[src/rtl/icap_stream_ctrl.sv]
// icap_stream_ctrl: streams source words into the ICAP register block
// at address 0x00 and issues single readback triggers at 0x01.
module icap_stream_ctrl #(
    parameter int BUS_WIDTH = 8,
    parameter int CNT_WIDTH = 16,
    parameter int TIMEOUT   = 1024
) (
    input  logic                 clk,
    input  logic                 rstn,
    input  logic                 start,
    input  logic [CNT_WIDTH-1:0] word_count,
    input  logic                 rb_req,
    input  logic                 abort,
    input  logic                 s_valid,
    input  logic [BUS_WIDTH-1:0] s_data,
    output logic                 s_ready,
    output logic                 wready,
    output logic [7:0]           address,
    output logic [BUS_WIDTH-1:0] wrdata,
    input  logic                 icap_busy,
    output logic                 busy,
    output logic                 done,
    output logic [1:0]           err_code,
    output logic [CNT_WIDTH-1:0] words_sent
);

    localparam int TW = $clog2(TIMEOUT + 1);
    localparam logic [TW-1:0] TMO_LAST = TW'(TIMEOUT - 1);

    localparam logic [1:0] ERR_NONE  = 2'b00;
    localparam logic [1:0] ERR_TMO   = 2'b01;
    localparam logic [1:0] ERR_ABORT = 2'b10;

    typedef enum logic [2:0] {
        S_IDLE,
        S_FETCH,
        S_ISSUE,
        S_RB_ISSUE,
        S_DONE
    } state_t;

    state_t               state_q, state_d;
    logic [7:0]           address_q, address_d;
    logic [BUS_WIDTH-1:0] wrdata_q, wrdata_d;
    logic [1:0]           err_q, err_d;
    logic [CNT_WIDTH-1:0] sent_q, sent_d;
    logic [CNT_WIDTH-1:0] remaining_q, remaining_d;
    logic [TW-1:0]        tmo_q, tmo_d;

    always_comb begin
        state_d     = state_q;
        address_d   = address_q;
        wrdata_d    = wrdata_q;
        err_d       = err_q;
        sent_d      = sent_q;
        remaining_d = remaining_q;
        tmo_d       = tmo_q;

        unique case (state_q)
            S_IDLE: begin
                tmo_d = '0;
                if (start) begin
                    sent_d = '0;
                    err_d  = ERR_NONE;
                    if (word_count != '0) begin
                        remaining_d = word_count;
                        state_d     = S_FETCH;
                    end else begin
                        state_d = S_DONE;
                    end
                end else if (rb_req) begin
                    err_d     = ERR_NONE;
                    address_d = 8'h01;
                    wrdata_d  = '1;
                    state_d   = S_RB_ISSUE;
                end
            end
            S_FETCH: begin
                tmo_d = '0;
                if (s_valid) begin
                    wrdata_d  = s_data;
                    address_d = 8'h00;
                    state_d   = S_ISSUE;
                end
            end
            S_ISSUE: begin
                if (!icap_busy) begin
                    sent_d      = sent_q + CNT_WIDTH'(1);
                    remaining_d = remaining_q - CNT_WIDTH'(1);
                    tmo_d       = '0;
                    state_d     = (remaining_q == CNT_WIDTH'(1)) ? S_DONE
                                                                 : S_FETCH;
                end else if (tmo_q == TMO_LAST) begin
                    tmo_d   = '0;
                    err_d   = ERR_TMO;
                    state_d = S_IDLE;
                end else begin
                    tmo_d = tmo_q + TW'(1);
                end
            end
            S_RB_ISSUE: begin
                if (!icap_busy) begin
                    tmo_d   = '0;
                    state_d = S_DONE;
                end else if (tmo_q == TMO_LAST) begin
                    tmo_d   = '0;
                    err_d   = ERR_TMO;
                    state_d = S_IDLE;
                end else begin
                    tmo_d = tmo_q + TW'(1);
                end
            end
            S_DONE: begin
                state_d = S_IDLE;
            end
            default: begin
                state_d = S_IDLE;
            end
        endcase

        // abort wins over everything but keeps a same-cycle accepted write counted
        if (abort && state_q != S_IDLE) begin
            state_d = S_IDLE;
            err_d   = ERR_ABORT;
            tmo_d   = '0;
        end
    end

    always_ff @(posedge clk or negedge rstn) begin
        if (!rstn) begin
            state_q     <= S_IDLE;
            address_q   <= 8'h00;
            wrdata_q    <= '0;
            err_q       <= ERR_NONE;
            sent_q      <= '0;
            remaining_q <= '0;
            tmo_q       <= '0;
        end else begin
            state_q     <= state_d;
            address_q   <= address_d;
            wrdata_q    <= wrdata_d;
            err_q       <= err_d;
            sent_q      <= sent_d;
            remaining_q <= remaining_d;
            tmo_q       <= tmo_d;
        end
    end

    assign s_ready    = (state_q == S_FETCH);
    assign wready     = (state_q == S_ISSUE) || (state_q == S_RB_ISSUE);
    assign busy       = (state_q != S_IDLE);
    assign done       = (state_q == S_DONE);
    assign address    = address_q;
    assign wrdata     = wrdata_q;
    assign err_code   = err_q;
    assign words_sent = sent_q;

endmodule

[config.mk]
export PLATFORM = sky130hd
export DESIGN_NAME = icap_stream_ctrl
export DESIGN_NICKNAME = d
export VERILOG_FILES = /design/src/rtl/icap_stream_ctrl.sv
export SDC_FILE = /design/constraint.sdc
export NUM_CORES = 1
export LEC_CHECK = 0
export CAP_MARGIN = 20
export CORE_UTILIZATION = 51
export CTS_CLUSTER_SIZE = 28
export DETAILED_ROUTE_END_ITERATION = 7
export MAX_ROUTING_LAYER = met4
export PLACE_DENSITY_LB_ADDON = 0.15
export SLEW_MARGIN = 15
export SYNTH_ARGS = -nofsm -noshare
export SYNTH_HDL_FRONTEND = slang
export SYNTH_SLANG_ARGS = --single-unit
[constraint.sdc]
create_clock -name clk -period 2.25 [get_ports clk]
set_clock_uncertainty 0.1 [all_clocks]
set_input_delay 0.225 -clock clk [delete_from_list [all_inputs] [get_ports clk]]
set_output_delay 0.225 -clock clk [all_outputs]
set_load 0.005 [all_outputs]
# --- Yosys cells after proc, flatten, opt, wreduce, memory -nomap -nowiden ---
# Index checks and enable logic that the tools add are counted.
word_totals:
  register_bits: 64
  input_bits: 31
  word_cells: 77
classes:
  addsub: 3
  eq_ne: 16
  mux: 35
  reduce_logical: 16
op_table:
  columns: ["operator", "count"]
  rows:
  - ["$mux 16", 5]
  - ["$pmux 16 s2", 2]
  - ["$mux 8", 6]
  - ["$mux 11", 3]
  - ["$pmux 8 s2", 2]
  - ["$mux 3", 9]
  - ["$pmux 11 s2", 1]
  - ["$add 16x1->16 const B", 1]
  - ["$eq 16x1->1 const B", 1]
  - ["$reduce_bool 16->1", 1]
  - ["$sub 16x1->16 const B", 1]
  - ["$ne 2x2->1 const B", 6]
  - ["$pmux 3 s4", 1]
  - ["$reduce_and 4->1", 3]
  - ["$add 11x1->11 const B", 1]
  - ["$eq 11x10->1 const B", 1]
  - ["$mux 2", 5]
  - ["$reduce_bool 3->1", 3]
  - ["$eq 3x2->1 const B", 2]
  - ["$ne 3x1->1 const B", 2]
  - ["$ne 4x4->1 const B", 1]
  - ["$pmux 2 s2", 1]
  - ["$reduce_bool 2->1", 2]
  - ["$reduce_or 2->1", 2]
  - ["8 further kinds", 8]

# --- Logic depth before layout (Yosys ltp) ---
# Gate-level depths: netlist of run 1.
depth:
  word_depth: 5
  ltp_mapped: 8
  mapped_depth_nobuf: 6

# --- Least setup slack after synthesis of run 1 ---
# Ideal clock, no wire load.
synth_path:
  path_type: "reg2reg"
  startpoint: "reg remaining_q[9]"
  endpoint: "reg remaining_q[14]"
  setup_time_ps: 138
  arrival_ps: 1727
  required_time_ps: 2012
  slack_ps: 284
  path_stages_with_launch: 5
  n_path_buf: 0
  synth_period_minus_slack_ps: 1966
  path_cell_list: "dfrtp_1 -> or4_4 -> or4_4 -> o311ai_1 -> o21ai_1"
synth_between:
  elab_chain_len: 3
synth_lines:
  columns: ["item", "line", "rtl"]
  rows:
  - ["start: declaration", "47", "logic [CNT_WIDTH-1:0] remaining_q, remaining_d;"]
  - ["start signal: assignment", "144", "remaining_q <= remaining_d;"]
  - ["$sub 16x1->16", "89", "remaining_d = remaining_q - CNT_WIDTH'(1);"]
  - ["$mux 16", "87", "if (!icap_busy) begin"]
  - ["$pmux 16 s2", "59", "unique case (state_q)"]
# Every way passes these cells. The select of a mux whose other input is x is not followed.
# A chain may end at the register's enable or synchronous reset.

# --- Worst setup path after layout of run 1 ---
layout_path:
  startpoint: "reg remaining_q[9]"
  endpoint: "reg state_q[2]"
layout_between:
  elab_chain_len: 5
layout_lines:
  columns: ["item", "line", "rtl"]
  rows:
  - ["$eq 16x1->1", "91", "state_d = (remaining_q == CNT_WIDTH'(1)) ? S_DONE"]
  - ["$mux 3", "91", null]
  - ["$mux 3", "87", null]
  - ["$pmux 3 s4", "59", null]
  - ["$mux 3", "122", "if (abort && state_q != S_IDLE) begin"]
  - ["end signal: assignment", "139", "state_q <= state_d;"]
  - ["end: declaration", "42", "state_t state_q, state_d;"]
# Every way passes these cells.

==> summary.md, run 1 <==
| Metric | Value |
|---|---|
| DR iter-0 viols | `152` |
| Drt drc | `0` |
| Die H | `80.8 um` |
| FILL cells | `494` |
| #FFs+latches synth | `57` |
| Antenna cell count | `0` |
| Crit-path max cell delay | `0.57 ns` |
| Total I/O pin count | `69` |
| Most common cell after layout, fill and taps aside | `clkdlybuf4s50_1` |
| Fmax achieved | `462 MHz` |
| Initial antenna violation count | `0` |
| H-tree depth | `3` |
| TritonCTS Buffers | `9` |
| Share of cells above drive strength 1 | `0.0947` |
| Slew Viols, Final | `0` |
| Layout area overhead | `30.0%` |
| Unique masters post-synth | `56` |
| CTS tree | `done` |
| Hold WC Path Type | `input port to async pin` |
| Final core occ | `0.692` |
| Tmin final | `2.16 ns` |
| Core region area | `0.00596 mm^2` |
| Crit. End Element | `flop` |
| Multi-input gate area | `0.00164 mm^2` |
| Total design power | `4.22 mW` |
| Buffers on Ports | `61` |
| TritonRoute pass-1 iters | `4` |
| Internal Pwr Total | `2.67 mW` |
| Critical path data required time | `2.41 ns` |
| Initial Util | `0.532` |
| Worst R2R Setup Slack | `0.09 ns` |
| Clk sinks | `57` |
| Drt wl/cell | `15.2 um` |
| Post-synthesis area per instance | `8.85 um^2` |
| Die X | `80.8 um` |
| Register share of total power | `0.366` |
| Slew @ Worst Pin | `0.700 ns` |
| Final setup vio count | `0` |
| Vias in the first global route | `2733` |
| FP Rows | `28` |
| Clk pwr share | `0.244` |
| Max-cap violations | `0` |
| Largest net degree at the start of global routing | `36` |
| Final Hold Fails | `0` |
| PD cells | `1020 mW/mm^2` |
| Crit Path Max Fanout | `6` |
| RSZ-0062 raised after global routing | `no` |
| HPWL Detailed | `5.51 mm` |
| Post-synth EDFFs | `0` |
| Mapped Cells | `358` |
| Via count | `2979` |
| Peak supply drop | `0.645 mV` |
| CP Class | `flop to flop` |
| Synth async-reset ratio | `1.00` |
| Max-slew headroom | `0.533` |
| Final wirelength | `7.71 mm` |
| # nets final | `464` |
| Reg area | `0.00143 mm^2` |
| Die area | `0.00653 mm^2` |
| Clock-pin slew of the registers on the worst-case setup and hold paths | `0.07 ns` |
| Synth Cell Area | `0.00317 mm^2` |
| CP arrival | `2.32 ns` |
| Post-CTS setup repair buffer count | `0` |
| Status | `completed` |
| Clock Latency Late Sink | `0.34 ns` |
| First-pass GRT wire length | `12.8 mm` |
| Total net switching power | `1.54 mW` |
| Leak | `1.65 nW` |
| Combinational share of power | `0.390` |
| Sequential element share of the synthesized area | `0.450` |
| Worst path slowest cell | `or4_4` |
| GRT overflow | `0` |
| Switching share of power | `0.366` |
| Worst path cell trace | `or4_4 > nor4_2 > nand4_1 > a211o_1 > a21oi_2` |
| DP Cell Count | `492` |
| DRT antenna net count | `0` |
| Commonest non-fill, non-tap cells in the layout | `clkdlybuf4s50_1 (60), dfrtp_1 (56), nor2_1 (53)` |
| Largest delay share family, worst path | `simple AND/OR/NAND/NOR gates` |
| Clock buffer depth | `2` |
| Vias per cell | `5.86` |
| GRT Util Overall | `0.264` |
| Finished Layout Cells | `508` |
| Fin crit share | `0.961` |
| CTS root buf | `clkbuf_8` |
| CP Launch Type | `flop` |
| Yosys warning total | `0` |
| Primary FF master, synth | `dfrtp_1` |
| Bufs and invs on worst path | `0` |
| Routability cong. | `0.838` |
==> cells in the mapped netlist, types with 3 or more instances <==
cell	count	area share
ha_1	4	0.016
o21ai_0	9	0.014
or3_1	8	0.016
dfrtp_1	57	0.45
a21oi_1	23	0.036
nand4_1	8	0.016
nor3_1	26	0.041
and3_1	4	0.0079
xor2_1	8	0.022
buf_4	9	0.021
nor2_1	53	0.063
inv_1	7	0.0083
o22ai_1	3	0.0059
clkbuf_1	5	0.0059
xnor2_1	4	0.011
nor2b_1	4	0.0079
buf_2	4	0.0063
a22o_1	7	0.019
o21ai_1	15	0.024
nand2_1	20	0.024
a22oi_1	3	0.0071
a21o_1	3	0.0071
nor3b_1	3	0.0071
o2bb2ai_1	8	0.022
nand3_1	13	0.021
nor4_1	11	0.022
==> per-layer routing <==
metal  global-route usage  routed length (um)
met3               0.0494                 327
met4                0.116                 142
met5                    -                   0
met1                0.329                3430
met2                0.419                3810
==> worst register-to-register path, cell delays in order (launching register included) <==
cell and delay (ns):
dfrtp_1 0.42, or4_4 0.57, nor4_2 0.31, nand4_1 0.20, a211o_1 0.34, a21oi_2 0.13
==> layout make-up <==
type | count | share of cell area
repair buffers | 73 | 0.172
clock inverters | 2 | 0.00850
clock buffers | 13 | 0.0434
inverters | 9 | 0.00820
multi-input cells | 279 | 0.398
well taps | 75 | 0.0228
flip-flops and latches | 57 | 0.346
==> sequential cells by signal, summed over array words and instances (netlist names) <==
name	flops
wrdata	8
tmo_q	11
address	1
state_q	3
words_sent	16
err_code	2
remaining_q	16
==> worst paths after layout <==
| path | start | endpoint | cells past startpoint |
|---|---|---|---|
| hold / removal | rstn | words_sent[9]$_DFFE_PN0P_ | 2 |
| max in group asynchronous | rstn | state_q[0]$_DFFE_PN0P_ | 3 |
| hold reg to reg | wrdata[2]$_DFFE_PN0P_ | wrdata[2]$_DFFE_PN0P_ | 2 |
| min in group clk | s_data[2] | wrdata[2]$_DFFE_PN0P_ | 3 |
| setup reg to reg | remaining_q[9]$_DFFE_PN0P_ | state_q[2]$_DFFE_PN0P_ | 5 |
| setup / recovery | remaining_q[9]$_DFFE_PN0P_ | state_q[2]$_DFFE_PN0P_ | 5 |
==> logic make-up after synthesis <==
| kind of cell | share of synthesized area |
|---|---|
| mux | 0.00671 |
| other cells | 0.00118 |
| flops | 0.450 |
| compound gates | 0.184 |
| buf+inv | 0.0454 |
| xor+xnor | 0.0332 |
| fa+ha+maj | 0.0158 |
| simple gates | 0.264 |
==> power by group through the flow <==
stage	Clock (mW)	Sequential, mW	Combinational, mW
4_1_cts	1.04	1.54	1.63
6_report	1.03	1.54	1.64
2_1_floorplan	0	1.50	1.02
3_5_place_dp	0	1.55	1.62
5_1_grt	1.09	1.59	1.82
3_3_place_gp	0	1.54	1.58
==> repair_timing <==
action | CTS | global route
hold buffers | 1 | 0
endpoints found under the setup margin | 0 | 5
hold endpoints to repair | 22 | 0
gates resized for setup | 0 | 4
==> metrics by stage <==
stage          worst slack, ns  hold WS [ns]  cell area (um^2)  setup TNS, ns
2_1_floorplan            0.284        -0.171              3190              0
3_3_place_gp            0.0803         0.134              3880              0
4_1_cts                 0.0454         0.314              4100              0
6_report                0.0874         0.297              4120              0
3_5_place_dp          -0.00479         0.136              3880       -0.00479
5_1_grt                0.00376         0.361              4120              0
Note: power is estimated with default switching activity, not from simulation.
==> inputs of run 2 (changes only) <==
Settings changed: RECOVER_POWER set to 50.
==> run 2 against run 1 <==
  * Critical path depth unchanged
  * Highest routed layer unchanged
  * Sequential power about the same
  * Wire length increased by 0.30%
  * Hold slack better by 0.095 ns
  * Total power fell by 0.81%
  * Clock-buffer cell count did not move
  * Die area did not move
  * Largest power group unchanged
==> summary.md, run 2 (synthesis gave the netlist of run 1 again) <==
| Metric | Value |
|---|---|
| Status | `completed` |
| Leak | `1.64 nW` |
| Hold WC Path Type | `input port to flop` |
| Max-slew headroom | `0.138` |
| GRT Util Overall | `0.264` |
| Post-route cell area | `0.00412 mm^2` |
| Slew @ Worst Pin | `1.29 ns` |
| CTS tree | `done` |
| FILL cells | `495` |
| DRT antenna net count | `0` |
| Via count | `2981` |
| DR iter-0 viols | `159` |
| CP Class | `flop to flop` |
| Post-CTS setup repair buffer count | `0` |
| Layout area overhead | `30.0%` |
| Fin Hold WS | `0.393 ns` |
| Finished Layout Cells | `508` |
| Core region area | `0.00596 mm^2` |
| DP Cell Count | `492` |
| Final wirelength | `7.73 mm` |
| Drt drc | `0` |
| Peak supply drop | `0.623 mV` |
| Initial Util | `0.532` |
| Crit Path Max Fanout | `6` |
| Crit. End Element | `flop` |
| Multi-input gate area | `0.00164 mm^2` |
| # nets final | `464` |
| Clock Latency Late Sink | `0.34 ns` |
| Max-cap violations | `0` |
| Slew Viols, Final | `0` |
| Die X | `80.8 um` |
| Reg area | `0.00143 mm^2` |
| Clock buffer depth | `2` |
| Drt wl/cell | `15.2 um` |
| Final Hold Fails | `0` |
| Clock-pin slew of the registers on the worst-case setup and hold paths | `0.07 ns` |
| GRT overflow | `0` |
| Vias in the first global route | `2733` |
| Routability cong. | `0.838` |
| Largest net degree at the start of global routing | `36` |
| Die area | `0.00653 mm^2` |
| CTS root buf | `clkbuf_8` |
| CP Launch Type | `flop` |
| Share of cells above drive strength 1 | `0.0924` |
| Post-route setup slack | `0.0691 ns` |
| H-tree depth | `3` |
| Commonest non-fill, non-tap cells in the layout | `dfrtp_1 (56), nor2_1 (53), clkdlybuf4s50_1 (47)` |
| Initial antenna violation count | `0` |
| Final core occ | `0.692` |
| Critical path data required time | `2.41 ns` |
| Fmax achieved | `459 MHz` |
| First-pass GRT wire length | `12.8 mm` |
| Worst R2R Setup Slack | `0.07 ns` |
| HPWL Detailed | `5.51 mm` |
| Tmin final | `2.18 ns` |
| Placement Setup Slack | `-0.00479 ns` |
| CP arrival | `2.34 ns` |
| Fin crit share | `0.969` |
| Clk sinks | `57` |
| PD cells | `1020 mW/mm^2` |
| TritonRoute pass-1 iters | `5` |
| Total I/O pin count | `69` |
| TritonCTS Buffers | `9` |
| Most common cell after layout, fill and taps aside | `dfrtp_1` |
| Placed cell areas | `0.00388 mm^2` |
| Final setup vio count | `0` |
| RSZ-0062 raised after global routing | `no` |
| Vias per cell | `5.87` |
| Buffers on Ports | `61` |
| FP Rows | `28` |
| Die H | `80.8 um` |
| Antenna cell count | `0` |
[run 2: changes by cell type in the layout (fill, tap and decap cells not counted)]
cell             change
o21ai_0              +1
clkdlybuf4s50_1     -13
clkbuf_1             +1
buf_2                -1
dlygate4sd3_1       +13
o21ai_1              -1
[run 2: path summary, 6_finish.rpt]
check                                      startpoint                         end  cells past startpoint
setup reg to reg           remaining_q[9]$_DFFE_PN0P_      state_q[2]$_DFFE_PN0P_                      5
max in group asynchronous                        rstn      state_q[0]$_DFFE_PN0P_                      3
hold / removal                              s_data[2]       wrdata[2]$_DFFE_PN0P_                      3
hold reg to reg                 wrdata[2]$_DFFE_PN0P_       wrdata[2]$_DFFE_PN0P_                      2
min in group asynchronous                        rstn  words_sent[10]$_DFFE_PN0P_                      2
setup / recovery           remaining_q[9]$_DFFE_PN0P_      state_q[2]$_DFFE_PN0P_                      5
[run 2: worst max-delay path: stages, from the launching register on]
cell and delay [ns]:
dfrtp_1 0.42, or4_4 0.57, nor4_2 0.33, nand4_1 0.20, a211o_1 0.34, a21oi_2 0.13
[run 2: through the flow]
stage          TNS (ns)  total power [mW]
3_5_place_dp   -0.00479              3.17
5_1_grt               0              4.47
6_report              0              4.18
2_1_floorplan         0              2.52
3_3_place_gp          0              3.12
4_1_cts               0              4.21
[run 2: layer usage]
metal | wire, um | track usage | up-vias
li1 | - | - | 1441
met1 | 3470 | 0.329 | 1449
met4 | 142 | 0.116 | 0
met2 | 3820 | 0.419 | 76
met5 | 0 | - | -
met3 | 297 | 0.0494 | 15
[run 2: area by class of cell]
class,instances,share of cell area
flip-flops and latches,57,0.346
multi-input cells,279,0.398
well taps,75,0.0228
clock inverters,2,0.00850
clock buffers,13,0.0434
inverters,9,0.00820
repair buffers,73,0.172
[run 2: what timing repair did]
action                                 in CTS  in global routing
gates resized for setup                     0                  4
setup endpoints to repair                   0                  5
endpoints found under the hold margin      22                  0
hold buffers                                1                  0
[run 2: report_power, final]
| part | total [mW] | switching, mW | internal (mW) |
|---|---|---|---|
| combinational | 1.61 | 0.890 | 0.724 |
| sequential | 1.54 | 0.246 | 1.29 |
| clock | 1.03 | 0.404 | 0.624 |
| total | 4.18 | 1.54 | 2.64 |
